**config.mk**
```make
export PLATFORM = sky130hd
export DESIGN_NAME = jtframe_rom_nslot
export DESIGN_NICKNAME = d
export VERILOG_FILES = /design/src/rtl/jtframe_rom_pkg.sv /design/src/rtl/jtframe_rom_slotc.sv /design/src/rtl/jtframe_rom_nslot.sv
export SDC_FILE = /design/constraint.sdc
export NUM_CORES = 1
export LEC_CHECK = 0
export CORE_ASPECT_RATIO = 0.7
export CORE_MARGIN = 2
export CORE_UTILIZATION = 40
export DETAILED_ROUTE_END_ITERATION = 7
export PLACE_DENSITY = 0.65
export SYNTH_ARGS = -nofsm -noshare
export SYNTH_HDL_FRONTEND = slang
export SYNTH_SLANG_ARGS = --single-unit
```
**constraint.sdc**
```tcl
create_clock -name clk -period 16.8 [get_ports clk]
set_input_delay 4.2 -clock clk [delete_from_list [all_inputs] [get_ports clk]]
set_output_delay 4.2 -clock clk [all_outputs]
set_load 0.005 [all_outputs]
```
**src/rtl/jtframe_rom_pkg.sv**
```systemverilog
// Shared types and helpers for the N-slot SDRAM ROM arbiter.
//   st_t       : arbiter FSM states
//   SDRAM_AW/DW: SDRAM word address / data widths
//   byte_lane  : picks the byte half of a cached word for byte-wide slots
package jtframe_rom_pkg;

  localparam int SDRAM_AW = 22;
  localparam int SDRAM_DW = 16;

  typedef enum logic [1:0] {
    IDLE,
    WAIT_ACK,
    WAIT_DATA
  } st_t;

  // Word slots pass the full word; byte slots return the addressed byte
  // zero-extended, low byte at even addresses.
  function automatic logic [SDRAM_DW-1:0] byte_lane(input logic [SDRAM_DW-1:0] d,
                                                    input logic dw8,
                                                    input logic a0);
    if (!dw8) return d;
    return a0 ? {8'd0, d[15:8]} : {8'd0, d[7:0]};
  endfunction

endpackage

```
**src/rtl/jtframe_rom_slotc.sv**
```systemverilog
// One-word cache for a single ROM client slot.
//   clk/rst     : clock, async active-high reset
//   inv_i       : invalidate (ROM download); also suppresses ok
//   cs_i/addr_i : client request level and address
//   fill_*      : write port from the arbiter when this slot's fetch returns
//   waddr_o     : SDRAM word address (byte slots drop addr[0])
//   hit_o       : combinational cache hit for the current address
//   ok_o/dout_o : registered client outputs
module jtframe_rom_slotc
  import jtframe_rom_pkg::*;
#(
  parameter int SAW = 22,
  parameter bit DW8 = 1'b0
) (
  input  logic                clk,
  input  logic                rst,
  input  logic                inv_i,
  input  logic                cs_i,
  input  logic [SAW-1:0]      addr_i,
  input  logic                fill_en_i,
  input  logic [SAW-1:0]      fill_tag_i,
  input  logic [SDRAM_DW-1:0] fill_data_i,
  output logic [SAW-1:0]      waddr_o,
  output logic                hit_o,
  output logic                ok_o,
  output logic [SDRAM_DW-1:0] dout_o
);

  logic                valid_q;
  logic [SAW-1:0]      tag_q;
  logic [SDRAM_DW-1:0] data_q;
  logic                ok_q;
  logic [SDRAM_DW-1:0] dout_q;
  logic                ok_d;

  assign waddr_o = DW8 ? (addr_i >> 1) : addr_i;
  assign hit_o   = cs_i & valid_q & (tag_q == waddr_o);
  assign ok_d    = hit_o & ~inv_i;

  always_ff @(posedge clk or posedge rst) begin
    if (rst) begin
      valid_q <= 1'b0;
      tag_q   <= '0;
      data_q  <= '0;
      ok_q    <= 1'b0;
      dout_q  <= '0;
    end else begin
      // Invalidation beats a same-cycle fill so a download never leaves
      // stale data behind.
      if (inv_i) begin
        valid_q <= 1'b0;
      end else if (fill_en_i) begin
        valid_q <= 1'b1;
        tag_q   <= fill_tag_i;
        data_q  <= fill_data_i;
      end
      ok_q <= ok_d;
      if (ok_d) dout_q <= byte_lane(data_q, DW8, addr_i[0]);
    end
  end

  assign ok_o   = ok_q;
  assign dout_o = dout_q;

endmodule

```
**src/rtl/jtframe_rom_nslot.sv**
```systemverilog
// N-slot SDRAM ROM read arbiter with a one-word cache per slot.
//   clk, rst (async high), downloading (invalidate + abort)
//   slot_cs/slot_addr/slot_ok/slot_dout : per-slot client interface
//   sdram_req/ack/addr, data_rdy/data_read : SDRAM controller interface
//   data_dst : advisory only, not used for latching
// Optional macro JTFRAME_ROM_RR_EN: round-robin arbitration starting after
// the last winner; otherwise fixed priority with the lowest slot first.
module jtframe_rom_nslot
  import jtframe_rom_pkg::*;
#(
  parameter int                  SLOTS   = 8,
  parameter int                  SAW     = 22,
  parameter logic [SLOTS-1:0]    DW8     = '0,
  parameter logic [SLOTS*22-1:0] OFFSETS = '0
) (
  input  logic                   clk,
  input  logic                   rst,
  input  logic                   downloading,
  input  logic [SLOTS-1:0]       slot_cs,
  input  logic [SLOTS*SAW-1:0]   slot_addr,
  output logic [SLOTS-1:0]       slot_ok,
  output logic [SLOTS*16-1:0]    slot_dout,
  output logic                   sdram_req,
  input  logic                   sdram_ack,
  input  logic                   data_dst,
  input  logic                   data_rdy,
  output logic [SDRAM_AW-1:0]    sdram_addr,
  input  logic [SDRAM_DW-1:0]    data_read
);

  localparam int WW = (SLOTS > 1) ? $clog2(SLOTS) : 1;

  st_t                              st_q, st_d;
  logic                             req_q, req_d;
  logic [SDRAM_AW-1:0]              addr_q, addr_d;
  logic [WW-1:0]                    win_q, win_d;
  logic [SAW-1:0]                   tag_q, tag_d;
  logic                             fill_en;
  logic                             busy;
  logic                             found;
  logic [WW-1:0]                    pick;

  logic [SLOTS-1:0][SAW-1:0]        waddr;
  logic [SLOTS-1:0][SDRAM_AW-1:0]   saddr;
  logic [SLOTS-1:0]                 hit, pend, fill_sel;

  logic unused_dst;
  assign unused_dst = data_dst;

  assign busy = (st_q != IDLE);

  for (genvar g = 0; g < SLOTS; g++) begin : g_slot
    jtframe_rom_slotc #(.SAW(SAW), .DW8(DW8[g])) u_slot (
      .clk        (clk),
      .rst        (rst),
      .inv_i      (downloading),
      .cs_i       (slot_cs[g]),
      .addr_i     (slot_addr[SAW*g +: SAW]),
      .fill_en_i  (fill_sel[g]),
      .fill_tag_i (tag_q),
      .fill_data_i(data_read),
      .waddr_o    (waddr[g]),
      .hit_o      (hit[g]),
      .ok_o       (slot_ok[g]),
      .dout_o     (slot_dout[16*g +: 16])
    );
    // Offset add wraps modulo the SDRAM address space.
    assign saddr[g]    = SDRAM_AW'(waddr[g]) + OFFSETS[22*g +: 22];
    assign pend[g]     = slot_cs[g] & ~hit[g] & ~(busy & (win_q == WW'(g)));
    assign fill_sel[g] = fill_en & (win_q == WW'(g));
  end

`ifdef JTFRAME_ROM_RR_EN
  logic [WW-1:0] last_q, last_d;
  logic [WW-1:0] cand;

  always_comb begin
    found = 1'b0;
    pick  = '0;
    cand  = '0;
    for (int k = 0; k < SLOTS; k++) begin
      cand = WW'((int'(last_q) + 1 + k) % SLOTS);
      if (!found && pend[cand]) begin
        found = 1'b1;
        pick  = cand;
      end
    end
  end

  always_ff @(posedge clk or posedge rst) begin
    if (rst) last_q <= WW'(SLOTS - 1);
    else     last_q <= last_d;
  end
`else
  always_comb begin
    found = 1'b0;
    pick  = '0;
    // Descending scan: the lowest pending index is assigned last and wins.
    for (int k = SLOTS - 1; k >= 0; k--) begin
      if (pend[k]) begin
        found = 1'b1;
        pick  = WW'(k);
      end
    end
  end
`endif

  always_comb begin
    st_d    = st_q;
    req_d   = req_q;
    addr_d  = addr_q;
    win_d   = win_q;
    tag_d   = tag_q;
    fill_en = 1'b0;
`ifdef JTFRAME_ROM_RR_EN
    last_d  = last_q;
`endif
    if (downloading) begin
      // Abandon any outstanding transaction; caches clear in the slots.
      st_d  = IDLE;
      req_d = 1'b0;
    end else begin
      case (st_q)
        IDLE: if (found) begin
          st_d   = WAIT_ACK;
          req_d  = 1'b1;
          addr_d = saddr[pick];
          win_d  = pick;
          tag_d  = waddr[pick];
`ifdef JTFRAME_ROM_RR_EN
          last_d = pick;
`endif
        end
        WAIT_ACK: if (sdram_ack) begin
          st_d  = WAIT_DATA;
          req_d = 1'b0;
        end
        WAIT_DATA: if (data_rdy) begin
          // Fill with the tag captured at selection, even if the client
          // has since moved on; it simply re-misses.
          fill_en = 1'b1;
          st_d    = IDLE;
        end
        default: st_d = IDLE;
      endcase
    end
  end

  always_ff @(posedge clk or posedge rst) begin
    if (rst) begin
      st_q   <= IDLE;
      req_q  <= 1'b0;
      addr_q <= '0;
      win_q  <= '0;
      tag_q  <= '0;
    end else begin
      st_q   <= st_d;
      req_q  <= req_d;
      addr_q <= addr_d;
      win_q  <= win_d;
      tag_q  <= tag_d;
    end
  end

  assign sdram_req  = req_q;
  assign sdram_addr = addr_q;

endmodule

```
# Yosys cells after proc, flatten, opt, wreduce, memory -nomap -nowiden
# Cells that the tools add are included.
# Widths: inputs -> output; s select.
[classes]
addsub = 0
n_mul = 0
div = 0
magnitude_cmp = 1
n_eq_ne = 20
shifts = 0
n_mux = 70
bitwise = 73
reduce_logical = 23
[op_table]
columns = ["operator", "n"]
rows = [
  ["$eq 22x22->1", 8],
  ["$mux 16", 8],
  ["$bmux 22 s3", 1],
  ["$mux 8", 8],
  ["$and 1x1->1", 56],
  ["$mux 1", 38],
  ["$mux 3", 8],
  ["$mux 22", 1],
  ["$reduce_bool 2->1", 9],
  ["$not 1->1", 17],
  ["$reduce_and 2->1", 8],
  ["$eq 3x3->1 const B", 4],
  ["$ne 3x3->1 const B", 3],
  ["$reduce_and 3->1", 3],
  ["$mux 2", 4],
  ["$eq 3x2->1 const B", 2],
  ["$pmux 2 s3", 1],
  ["$lt 3x4->1 const B", 1],
  ["$eq 3x1->1 const B", 1],
  ["$logic_not 3->1", 1],
  ["$reduce_bool 3->1", 1],
  ["$eq 2x1->1 const B", 1],
  ["$eq 2x2->1 const B", 1],
  ["$logic_not 2->1", 1],
  ["$pmux 1 s2", 1],
]
[totals]
register_bits = 476
latchBits = 0
ram_bits = 0
mem_bits_ro = 0
inputBits = 206
out_inout_bits = 159
elab_cells = 231
n_memories = 0

# Longest topological paths before layout
# Gate-level depths: netlist of run 1.
[logic_depth]
word_depth = 16
depth_mapped = 12
ltp_nobuf = 9

# Hierarchy
# Synthesis of run 1 repeated with hierarchy kept, for this count alone.
[unflattened]
cells_unflattened = 1737
area_unflattened_um2 = 23059.6
[modules_own_cells]
columns = ["mod", "n_inst", "cells_per_inst", "area_each_um2", "seq_area_each_um2"]
rows = [
  ["jtframe_rom_slotc", 8, 176, 2539.9, 1401.3],
  ["jtframe_rom_nslot", 1, 329, 2740.1, 700.7],
]

# Worst setup path before layout of run 1
# OpenSTA, ideal clock, no wires.
[synth_timing]
path_type = "in2reg"
start = "input port slot_addr[45]"
end = "register tag_q[10]"
setup_ps = 129
t_arrival_ps = 7300
t_required_ps = 16671
path_slack_ps = 9371
path_stages = 11
path_buffers = 2
path_cell_list = "xor2_1 -> or4_1 -> or4_4 -> o221ai_2 -> inv_2 -> or4_1 -> buf_2 -> nand2_4 -> buf_2 -> mux2_2 -> a2111o_1"
[synth_between]
elab_chain_cells = 10
elab_cells_between_ends = 14
cone_classes = "eq/ne (1); mux (8); bitwise (4); reduce/logical (1)"
[synth_rtl]
columns = ["item", "line", "rtl"]
rows = [
  ["start, declared", "jtframe_rom_nslot.sv:20", "input logic [SLOTS*SAW-1:0] slot_addr,"],
  ["$eq 22x22->1 (*)", "jtframe_rom_slotc.sv:37", "assign hit_o = cs_i & valid_q & (tag_q == waddr_o);"],
  ["$and 1x1->1 (*)", "jtframe_rom_slotc.sv:37", ""],
  ["$not 1->1 (*)", "jtframe_rom_nslot.sv:69", "assign pend[g] = slot_cs[g] & ~hit[g] & ~(busy & (win_q == WW'(g)));"],
  ["$and 1x1->1 (*) (2 in a row)", "jtframe_rom_nslot.sv:69", ""],
  ["$mux 3 (3 in a row)", "jtframe_rom_nslot.sv:100", "if (pend[k]) begin"],
  ["$bmux 22 s3", "jtframe_rom_nslot.sv:129", "tag_d = waddr[pick];"],
  ["$mux 22 (not written as such)", "jtframe_rom_nslot.sv:129", ""],
  ["end signal, assigned", "jtframe_rom_nslot.sv:161", "tag_q <= tag_d;"],
  ["end, declared", "jtframe_rom_nslot.sv:37", "logic [SAW-1:0] tag_q, tag_d;"],
]
# Every way passes the cells marked *; elsewhere a longest branch is shown, timed or not. The select of a mux whose other input is x is not followed.
# A chain may end at the register's enable or synchronous reset.

# Final worst setup path of run 1
[layout_timing]
start = "input port slot_addr[79]"
end = "register tag_q[18]"
[layout_between]
elab_chain_cells = 11
elab_cells_between_ends = 16
cone_classes = "eq/ne (1); mux (10); bitwise (4); reduce/logical (1)"
[layout_rtl]
columns = ["item", "line"]
rows = [
  ["$eq 22x22->1 (*)", "jtframe_rom_slotc.sv:37"],
  ["$and 1x1->1 (*)", "jtframe_rom_slotc.sv:37"],
  ["$not 1->1 (*)", "jtframe_rom_nslot.sv:69"],
  ["$and 1x1->1 (*) (2 in a row)", "jtframe_rom_nslot.sv:69"],
  ["$mux 3 (4 in a row)", "jtframe_rom_nslot.sv:100"],
  ["$bmux 22 s3", "jtframe_rom_nslot.sv:129"],
  ["$mux 22 (not written as such)", "jtframe_rom_nslot.sv:129"],
]
# Marks and branches as above.

==> run summary, run 1 <==
The critical path starts at slot_addr[79]. Once the clock tree was built, the resizer swapped 0 gates to a different size. The number of nets with antenna violations after detailed routing was 0. TritonCTS built the clock tree. The logs give 0 for the final max-slew violation count and 0 for the buffer count from post-CTS setup fixing.

For the number of DRC markers in iteration 0, the log shows 1462. By area the synthesized netlist is led by dfrtp_1 (55%), mux2_2 (23%), xor2_1 (5.1%). Clock-pin slew was measured on the worst setup and hold paths at 0.06 ns. The worst hold path belongs to the class flip-flop to flip-flop. Setup repair after global routing left no endpoint under its margin. Counting flops and latches in the post-synthesis netlist gives 476.

The post-synthesis net count is 1906. In this run the register-to-register setup slack is 11.83 ns. The relative area change from synthesis to final layout is 27.2%. The run gives 54.7% as the fraction of the yosys area taken by sequential cells. The flow ran to the end, and the final reports show no timing, DRC or antenna violations. For this design the static power due to leakage is 13.1 nW. Category of the critical setup timing path: input pin to flip-flop. At the later pin of the worst-skew pair, clock insertion delay measures 0.58 ns. The largest single stage delay on the critical path is 1.05 ns.

The maximum buffer depth of the clock tree is 3. Averaged over all synthesized cells, the footprint is 12.8 um2. The mean routed wirelength per cell is 26.0 um.

The most used flip-flop cell after synthesis is dfrtp_1. Buffers placed on the I/O ports in this run total 363. The tools report the timing endpoint of the critical path as tag_q[18]. The top cell type by area accounts for 54.7% of the synthesized area.

The synthesized design spends more area on one cell type than any other, namely dfrtp_1. Count of buffer and inverter cells on the critical path: 1. For the final database, setup skew stands at 0.0231 ns.

The synthesized netlist contains 57 unique library cells. During I/O placement, the number of pins put on the boundary was 365. In this run the core area contains 71 standard-cell rows.

The max-capacitance violation count is 0, and the worst setup margin is 8.11 ns. The logs give 5 for the total iterations of the first detailed-routing run and 2706 for the cell count after placement. For this configuration, the core starts out at a cell density of 40.5%. DRC violation count after routing: 0. The nature of the critical path startpoint was an input pin.

The commonest non-fill, non-tap cell in the layout was dfrtp_1. Buffer type at the clock tree root: clkbuf_16. Counting buffers and inverters, the worst setup path is 10 cells deep. In the final timing run, aggregate negative setup slack is 0 ns. The total grt overflow was 0; the required time of the worst setup path was 17.25 ns.

Entering global routing, the biggest net connects 177 pins. The library cells used most frequently in the layout, excluding fill and tap cells, are dfrtp_1 (476), mux2_2 (454), clkdlybuf4s50_1 (363), nand2_1 (145), xor2_1 (127). The fraction of final layout cells sized beyond drive strength 1 came out at 28.8%. The post-placement worst setup slack came out at 7.59 ns. Hold violation total from the final report: 0. The startpoint identified for the worst register-to-register timing path is g_slot[3].u_slot.tag_q[13]. The cell type group with the largest total delay on the critical path is compound AO/OA/AOI/OAI gates.

The tools report the endpoint of the worst register-to-register path as tag_q[18]. The critical path's slowest cell was o21bai_2. For the pin with the worst max-slew slack, the measured transition is 1.36 ns. At the end of routability-driven placement, the weighted congestion stood at 0.966. The die covers 0.0564 mm2. The largest driver fanout on the critical path was 45. In the final design database the tool counted 2232 nets. The maximum clock frequency came out at 0.115 GHz.

The setup violation total in the final timing report is 0, and the power per cell area is 102 mW/mm2. The chip height was 199 um; the placeable core region was 0.0537 mm2. The tools report the number of global-route vias before repair as 15700.

The number of antenna violations at the first check in global routing is 8, and the count of cells along the worst register-to-register path is 9. The first-pass GRT wire length is 106000 um. The width of the die came out at 283 um.

Measured against its own limit, the worst slew margin works out to 9.40%. The worst path arrival time was 9.14 ns; the post-detailed-placement half-perimeter wirelength was 54100 um. Detailed routing inserted a total of 15400 vias. The mapped netlist covers 0.0218 mm2. Once layout is complete, the cells apart from fillers number 2796.

Of all flip-flops after synthesis, the portion carrying an async set or reset was 100%. The worst setup path is captured at a flip-flop. Synthesis produced 1700 cells. The signal on the critical path passes through clkdlybuf4s50_1 > xor2_1 > nor4_1 > nand4_1 > o221ai_1 > nor2b_1 > o21bai_2 > nand2_4 > mux2_2 > a2111o_1. For this run, the number of Yosys warnings is 0.

The clock net in this run drives a total of 476 sinks. The post-route minimum period is 8.69 ns. For this design, the CTS-stage hold fixing added 0 buffers. Post-route fraction of the period consumed by the critical path: 51.7%. At the end of the flow the core is filled with cells to 51.6%. TritonCTS created 48 clock buffers. Total routing resource utilization after global routing: 25.6%. IR analysis of the VDD net gives a maximum drop of 0.0000625 V.

Yosys mapped a number of flops with a built-in enable equal to 0. The final layout contains routed wiring with a total length of 72600 um. In the routed layout, each cell is associated on average with a via count of 5.51.

CTS built an H-tree with a depth of 2.
worst min path at each step:
stage,start,end,slack [ns],cells past startpoint
final,g_slot[6].u_slot.valid_q,g_slot[6].u_slot.valid_q,0.48,1
after global routing,g_slot[0].u_slot.valid_q,g_slot[0].u_slot.valid_q,0.50,1
after CTS,g_slot[6].u_slot.valid_q,g_slot[6].u_slot.valid_q,0.48,1
after detailed placement,g_slot[6].u_slot.valid_q,g_slot[6].u_slot.valid_q,0.47,1
after global placement,g_slot[6].u_slot.valid_q,g_slot[6].u_slot.valid_q,0.46,1
after floorplan,g_slot[0].u_slot.valid_q,g_slot[0].u_slot.valid_q,0.45,1
sequential cells by signal (all words and copies together), names as in the netlist:
name,count
st_q,2
sdram_req,1
g_slot.u_slot.data_q,128
g_slot.u_slot.ok_o,8
win_q,3
g_slot.u_slot.tag_q,176
tag_q,22
g_slot.u_slot.valid_q,8
g_slot.u_slot.dout_o,128
cells in the mapped netlist, types with 5 or more instances:
cell,number
nand4_1,20
nor2_1,18
o21ai_1,8
a22oi_1,22
mux2i_1,14
a2111o_1,22
inv_1,7
a21oi_1,27
nand3_1,25
clkbuf_1,76
dfrtp_1,476
o21ai_0,52
o211ai_1,8
o221ai_1,5
nand2_1,146
xor2_1,127
buf_4,8
xnor2_1,49
nor3_1,15
buf_1,27
mux2_2,454
nor4_1,38
worst register-to-register path, cell delays in order, from the launching register on:
cell and delay (ns):
dfrtp_1 0.39, xor2_1 0.15, nor4_1 0.57, nand4_1 0.27
o221ai_1 0.55, nor2b_1 0.17, o21bai_2 1.05, nand2_4 0.74
mux2_2 0.54, a2111o_1 0.42
through the flow:
stage               area (um2)  total power, mW  hold WS [ns]
floorplan                21800             1.54         0.450
detailed placement       26200             1.77         0.470
CTS                      27700             2.84         0.484
global route             27700             2.93         0.500
global placement         26200             1.76         0.461
finish                   27700             2.82         0.480
report_power, final:
group	leakage, nW	internal (mW)	switching [mW]	total (mW)
clock network	0.772	0.599	0.462	1.06
logic	5.76	0.196	0.196	0.392
registers	6.57	1.23	0.138	1.36
logic make-up (layout without fill, tap and decap cells):
group / count (synthesis) / after routing / synth area share [%]
compound gates: 160 / 160 / 5.01
simple gates: 295 / 295 / 6.61
mux: 469 / 469 / 24.2
other cells: 0 / 3 / 0
buf+inv: 124 / 487 / 2.47
xor+xnor: 176 / 176 / 7.08
flops: 476 / 476 / 54.7
layout make-up:
cell class                      instances  area, um2
Fill cell                            4658      26000
Sequential cell                       476      11900
Multi-Input combinational cell       1100       9440
Timing Repair Buffer                  392       3860
Clock buffer                           66       1400
Tap cell                              730        913
Clock inverter                         21        145
Inverter                                8       33.8
Antenna cell                            3       7.51
per-layer routing:
metal,vias to the layer above,track usage [%],share of wire [%]
met4,6,5.71,1.8
met1,7978,37.6,47
met5,-,0,0.056
li1,6686,-,-
met2,627,36.4,42
met3,98,8.58,10
No activity file was read; power rests on OpenSTA's default activity.
==> inputs of run 2 (changes only) <==
clock period = 7.8 ns   (was 16.8 ns; I/O delays follow)
==> run 2 against run 1 <==
  * Core utilization is 0.41 points higher
  * Wire length is 0.19% higher
  * Die area stayed put
  * Highest routed layer is now met4
==> run summary, run 2 (same netlist as run 1, synthesis figures left out) <==
The logs give 0.59 ns for the later-pin clock latency in the skew report and 0 for the final max-slew violation count. The hold violation total from the final report came out at 0. The critical path goes through clkdlybuf4s50_1 > xor2_1 > or4_1 > or4_4 > o221ai_2 > inv_2 > or4_1 > buf_4 > nand2_4 > buf_12 > mux2i_1 > a2111o_1. The number of global-route vias before repair is 15800. The commonest non-fill, non-tap cell in the layout is dfrtp_1. The max-capacitance violation count is 0. The via density per instance was 5.51; the sequential cell area was 0.0119 mm2. At the pin with the least slew margin, the transition time is 1.23 ns. Data on the critical path is required at its endpoint by 8.33 ns.

The worst path arrival time came out at 6.28 ns. In this run the tool buffered the top-level ports with 363 buffer cells. Width of the die: 283 um. The post-detailed-placement half-perimeter wirelength is 54100 um. TritonCTS built the clock tree. The cell with the most instances on the worst path was or4_1. After filler insertion, the fill cell instance count of the layout stands at 4668. g_slot.u_slot.tag_q holds more flip-flops than any other register.

Buffer type at the clock tree root: clkbuf_16. Entering global routing, the biggest net connects 175 pins. After routing the design area is 0.0279 mm2.

The count of hold buffers inserted by post-cts repair is 0, and the post-route fraction of the period consumed by the critical path is 73.7%. The worst slew margin relative to its limit came out at 17.1%. The tightest min-delay check is of the flip-flop to flip-flop type. The first detailed-routing pass ran for 5 iterations. The run gives 0 as the buffer count from post-CTS setup fixing. The number of buffers created by CTS is 49, and the fraction of final layout cells sized beyond drive strength 1 is 28.7%. The number of cells traversed by the worst hold path is 1.

The mean routed wirelength per cell was 26.0 um. The tools report the nature of the critical path startpoint as an input pin. The area of combinational cells with multiple inputs is 0.00944 mm2. The flow ran to the end, and the final reports show no timing, DRC or antenna violations. The category of the critical setup timing path was input pin to flip-flop.

Setup violations remaining at the end of the flow were counted as 0. The register with the most flip-flops in the layout has 176 of them. In this run the power density over the cells is 225 mW/mm2. The worst clock skew came out at 0.0335 ns. STA classifies the critical path endpoint as a flip-flop. In this run the count of I/O pins placed on the die edge is 365. The logs give 0 for the DRC violation count after routing and 3 for the number of antenna violations at the first check in global routing.

The largest individual stage delay along the critical path comes from the cell mux2i_1. The tools report the total cell area at the placement stage as 0.0262 mm2. Clock-pin slew of the registers on the worst-case setup and hold paths: 0.06 ns.

In the layout the commonest cells are dfrtp_1 (476), mux2_2 (454), clkdlybuf4s50_1 (363), nand2_1 (145), xor2_1 (127). The clock net in this run drives a total of 476 sinks. Setup repair after global routing left no endpoint under its margin. The via count is 15400.

The floorplan step defined a die boundary enclosing 0.0564 mm2. The relative area change from synthesis to final layout was 28.2%. Global routing consumed, over all layers together, 25.6% of the routing resources.

Measured in cells, the most critical reg-to-reg path has a length of 11. Summed over all layers, the routed wires come to 72700 um. Once the floorplan was initialized, standard cells occupied 40.5% of the core. The chip height was 199 um; the total grt overflow was 0. The maximum buffer depth of the clock tree came out at 3.

The maximum clock frequency is 0.174 GHz, and the H-tree depth is 2. The first global-routing pass estimated 106000 um of wire. The detail route stage leaves a number of antenna-violating nets equal to 0. Of all nets on the critical path, the largest fanout is 23.

The post-route minimum period works out to 5.75 ns. The final core area utilization was 52.0%; the leakage power was 13.2 nW. For the placeable core region, the log shows 0.0537 mm2. The detailed router finished its first iteration with 1378 violations. The count of instances resized after the clock tree is built was 0.

The worst-case IR drop observed on VDD is 0.000153 V. The delay contributed by the slowest stage of the critical path is 0.59 ns. Overall power consumption after layout is estimated at 6.30 mW. The tools report the number of nets in the finished design as 2238. Row count: 71. The run gives 0.992 as the final weighted congestion of routability-driven global placement.
[run 2: cell count changes in the layout (fill, tap and decap cells not counted), sizes merged]
cell	change
clkinv	-11
clkbuf	+8
bufinv	+6
buf	+5
clkinvlp	-2
[run 2: worst paths after layout]
kind | startpoint | endpoint | slack [ns]
max | slot_addr[45] | tag_q[19] | 2.05
min | g_slot[4].u_slot.valid_q | g_slot[4].u_slot.valid_q | 0.49
max reg2reg | g_slot[2].u_slot.tag_q[13] | tag_q[19] | 3.52
min reg2reg | g_slot[4].u_slot.valid_q | g_slot[4].u_slot.valid_q | 0.49
max in group asynchronous | rst | g_slot[5].u_slot.tag_q[4] | 4.43
min in group asynchronous | rst | g_slot[5].u_slot.tag_q[0] | 1.75
[run 2: critical path: cells and delay by family]
kind	cells	cell delay [ns]
AND/OR/NAND/NOR	4	1.84
multiplexers	1	0.59
buffers and inverters	4	1.05
XOR/XNOR	1	0.19
AO/OA/AOI/OAI	2	0.61
[run 2: final cells by class]
cell class                 instances  area share [%]
sequential                       476            42.6
multi-input combinational       1100            33.8
timing repair buffer             397            14.1
clock buffer                      74            5.16
tap                              730            3.27
clock inverter                    14           0.941
inverter                           8           0.121
antenna                            3          0.0269
[run 2: routing by layer]
metal | wire length [um] | GRT usage, %
met1 | 33800 | 37.5
met2 | 30300 | 36.7
met3 | 7140 | 8.08
met4 | 1490 | 6.26
met5 | 0 | 0
[run 2: power by group]
| group | leakage, nW | total (mW) | switching, mW | internal [mW] |
|---|---|---|---|---|
| combinational | 5.80 | 0.851 | 0.423 | 0.428 |
| clock | 0.831 | 2.51 | 1.00 | 1.51 |
| sequential | 6.57 | 2.94 | 0.296 | 2.64 |
| total | 13.2 | 6.30 | 1.72 | 4.58 |
[run 2: metrics by stage]
stage	setup WS [ns]	std cells	TNS, ns	hold WS, ns
6_report	2.05	2802	0	0.492
5_1_grt	2.03	2799	0	0.504
4_1_cts	2.22	2799	0	0.493
3_5_place_dp	1.59	2711	0	0.479
3_3_place_gp	1.59	2711	0	0.460
2_1_floorplan	-0.599	1700	-285.02	0.450
==> inputs of run 3 (changes only) <==
PLACE_DENSITY = unset   (was 0.65)
clock period = 5.65 ns   (was 7.8 ns; I/O delays follow)
==> run 3 against run 2 <==
  * Critical path depth is 1 lower
  * Via count decreased by 1.1%
  * Core utilization rose by 0.54 points
  * Clock-buffer cell count increased by 2
  * Worst hold slack got worse by 0.010 ns
  * Sequential cell count unchanged
  * First-iteration DRC count decreased by 7.9%
  * Global-route usage increased by 0.71 points
  * Combinational power grew 41%
  * Clock power grew 36%
==> run summary, run 3 (same netlist as run 1, synthesis figures left out) <==
Power spread over the standard cell area amounts to 308 mW/mm2. The run gives 8 as the number of antenna violations at the first check in global routing. The number of global-route vias before repair came out at 15600. The congestion estimate from routability-driven global placement came to 0.950.

The slew at the pin with the worst max-slew slack was 1.30 ns. Leaving out fill and tap cells, the most frequent cell in the layout is dfrtp_1. Setup repair after global routing left no endpoint under its margin.

The floorplan step defined a core boundary enclosing 0.0537 mm2. Final hold analysis gives a worst-case slack of 0.482 ns. Mean routed wirelength per cell: 26.3 um.

Across the VDD grid, the largest voltage drop is 0.000209 V. TritonCTS built the clock tree. Leaving out filler cells and counting taps, the final layout contains 2830. The setup check on the worst reg-to-reg path leaves a slack of 1.52 ns. The maximum buffer depth of the clock tree was 3. The maximum clock frequency was 0.199 GHz; the hold violation total from the final report was 0.

The finished layout cell area is 0.0282 mm2, and the chip height is 199 um. The logs give 6870 um for the routed wire length on met3 and 0 for the total grt overflow. The fraction of final layout cells sized beyond drive strength 1 was 29.7%; the max-capacitance violation count was 0.

Signal routing reaches up to met5. The tools report the number of nets in the finished design as 2263. The nature of the critical path startpoint was an input pin. Clock tree synthesis found a total of 476 sinks. The number of cells traversed by the worst hold path was 1; the starting utilization of the core area was 40.5%. The worst setup path is captured at a flip-flop. The count of instances resized after the clock tree is built came out at 0.

The first TritonRoute pass finished after 5 iterations. The run gives 0.266 ns as the post-placement worst setup slack. The startpoint of the tightest hold check path is g_slot[0].u_slot.valid_q. The endpoint of the worst register-to-register path was tag_q[20].

The most critical setup path has its startpoint at slot_addr[45]. TritonCTS created 50 clock buffers. The path with the worst hold slack has its endpoint at g_slot[0].u_slot.valid_q. The cell sitting at the root of the clock tree is a clkbuf_16. The total power draw is 8.69 mW.

The logs give 2 for the H-tree depth and 5.56 ns for the worst path arrival time. The flow ran to the end, and the final reports show no timing, DRC or antenna violations. For the worst-skew pair, the clock arrives at the later sink with an insertion delay of 0.59 ns. The tools report the met2 routed wirelength as 31200 um. Wires add up to 74400 um.

Dividing the final minimum period by the clock period gives 89.1%. In this run the worst path has a maximum fanout of 22. The die covers 0.0564 mm2. The post-detailed-placement half-perimeter wirelength is 55500 um. Counting tap cells, the placed design contains a total of 2735 instances. The register with the most flip-flops in the final layout is g_slot.u_slot.tag_q. For the final database, setup skew stands at 0.0238 ns. Leakage power: 13.4 nW. After detailed routing, the number of remaining DRC violations is 0.

Post-route minimum period: 5.03 ns. The relative area change from synthesis to final layout works out to 29.6%. For this block, wires on met1 add up to 35100 um. The clock-pin slew of the registers on the worst-case setup and hold paths came out at 0.06 ns.

The sequential cells in the finished layout cover a total of 0.0119 mm2. Setup violations remaining at the end of the flow were counted as 0. After detailed placement, the total cell area comes to 0.0265 mm2. The worst setup path is of the input pin to flip-flop kind. 365 I/O pins were placed.

The logs give 52.5% for the final core area utilization and 0 for the number of nets with antenna violations after detailed routing. The top cell types in the final layout, fill and taps aside, are dfrtp_1 (476), mux2_2 (454), clkdlybuf4s50_1 (363), nand2_1 (145), xor2_1 (127). For the worst setup path, the data required time is 6.18 ns. Dividing the detail-routed via count by the number of cells gives 5.39. The die is 283 um wide. For the area of combinational cells with multiple inputs, the log shows 0.00945 mm2. The first global-routing pass estimated 108000 um of wire.

The detailed router finished its first iteration with 1269 violations. After filler insertion, the fill cell instance count of the layout stands at 4654. The count of buffers added on input and output ports is 363. The worst register-to-register path has a depth of 10. In the final timing run, aggregate negative setup slack is 0 ns. In this run the post-CTS setup repair buffer count came out at 0. Worst setup margin: 0.617 ns. The register with the most flip-flops in the layout has 176 of them. For this run, the total global-route usage over all layers was measured as 26.3%. Class of the most critical hold timing path: flip-flop to flip-flop. The tools report the via count as 15300.

For the pin count of the biggest net entering global routing, the log shows 113. For the row count, the log shows 71. The final max-slew violation count is 0. In this run the tightest slew margin relative to its limit is 12.9%. The count of hold buffers inserted by post-cts repair is 0.

The worst register-to-register path begins at g_slot[2].u_slot.tag_q[13].
run 3: cell count changes in the layout (fill, tap and decap cells not counted), moves of 2 or more:
cell,delta
clkbuf_8,+3
bufinv_16,-3
clkinv_2,+2
buf_12,+9
buf_4,+15
clkbuf_1,-2
run 3: metal layers:
metal  track usage [%]  up-vias
li1                  -     6761
met1              38.7     7848
met2              37.8      567
met3              8.32       82
met4              5.77        2
met5                 0        -
run 3: cell type report:
type	count	area share (%)
flip-flops and latches	476	42.2
well taps	730	3.24
repair buffers	421	14.9
multi-input cells	1100	33.5
clock buffers	76	5.31
clock inverters	15	0.687
inverters	8	0.120
diodes	4	0.0355
run 3: worst max-delay path by stage:
stage,endpoint,slack [ns]
3_3_place_gp,tag_q[3],0.30
5_1_grt,tag_q[20],0.58
6_report,tag_q[20],0.62
3_5_place_dp,tag_q[3],0.27
4_1_cts,tag_q[3],0.89
2_1_floorplan,g_slot[0].u_slot.data_q[0],-2.21
run 3: report_power, final:
group | internal, mW | leakage [nW] | total, mW | switching (mW)
sequential | 3.65 | 6.57 | 4.07 | 0.425
combinational | 0.611 | 5.96 | 1.20 | 0.591
clock | 2.01 | 0.831 | 3.42 | 1.41
total | 6.27 | 13.4 | 8.69 | 2.42
run 3: critical path, stage by stage:
cell,delay [ns]
clkdlybuf4s50_1,0.46
xor2_1,0.19
or4_1,0.54
or4_4,0.46
o221ai_2,0.40
inv_2,0.08
nor4_2,0.85
buf_4,0.40
o21ai_0,0.15
a21oi_1,0.44
a2111o_1,0.16
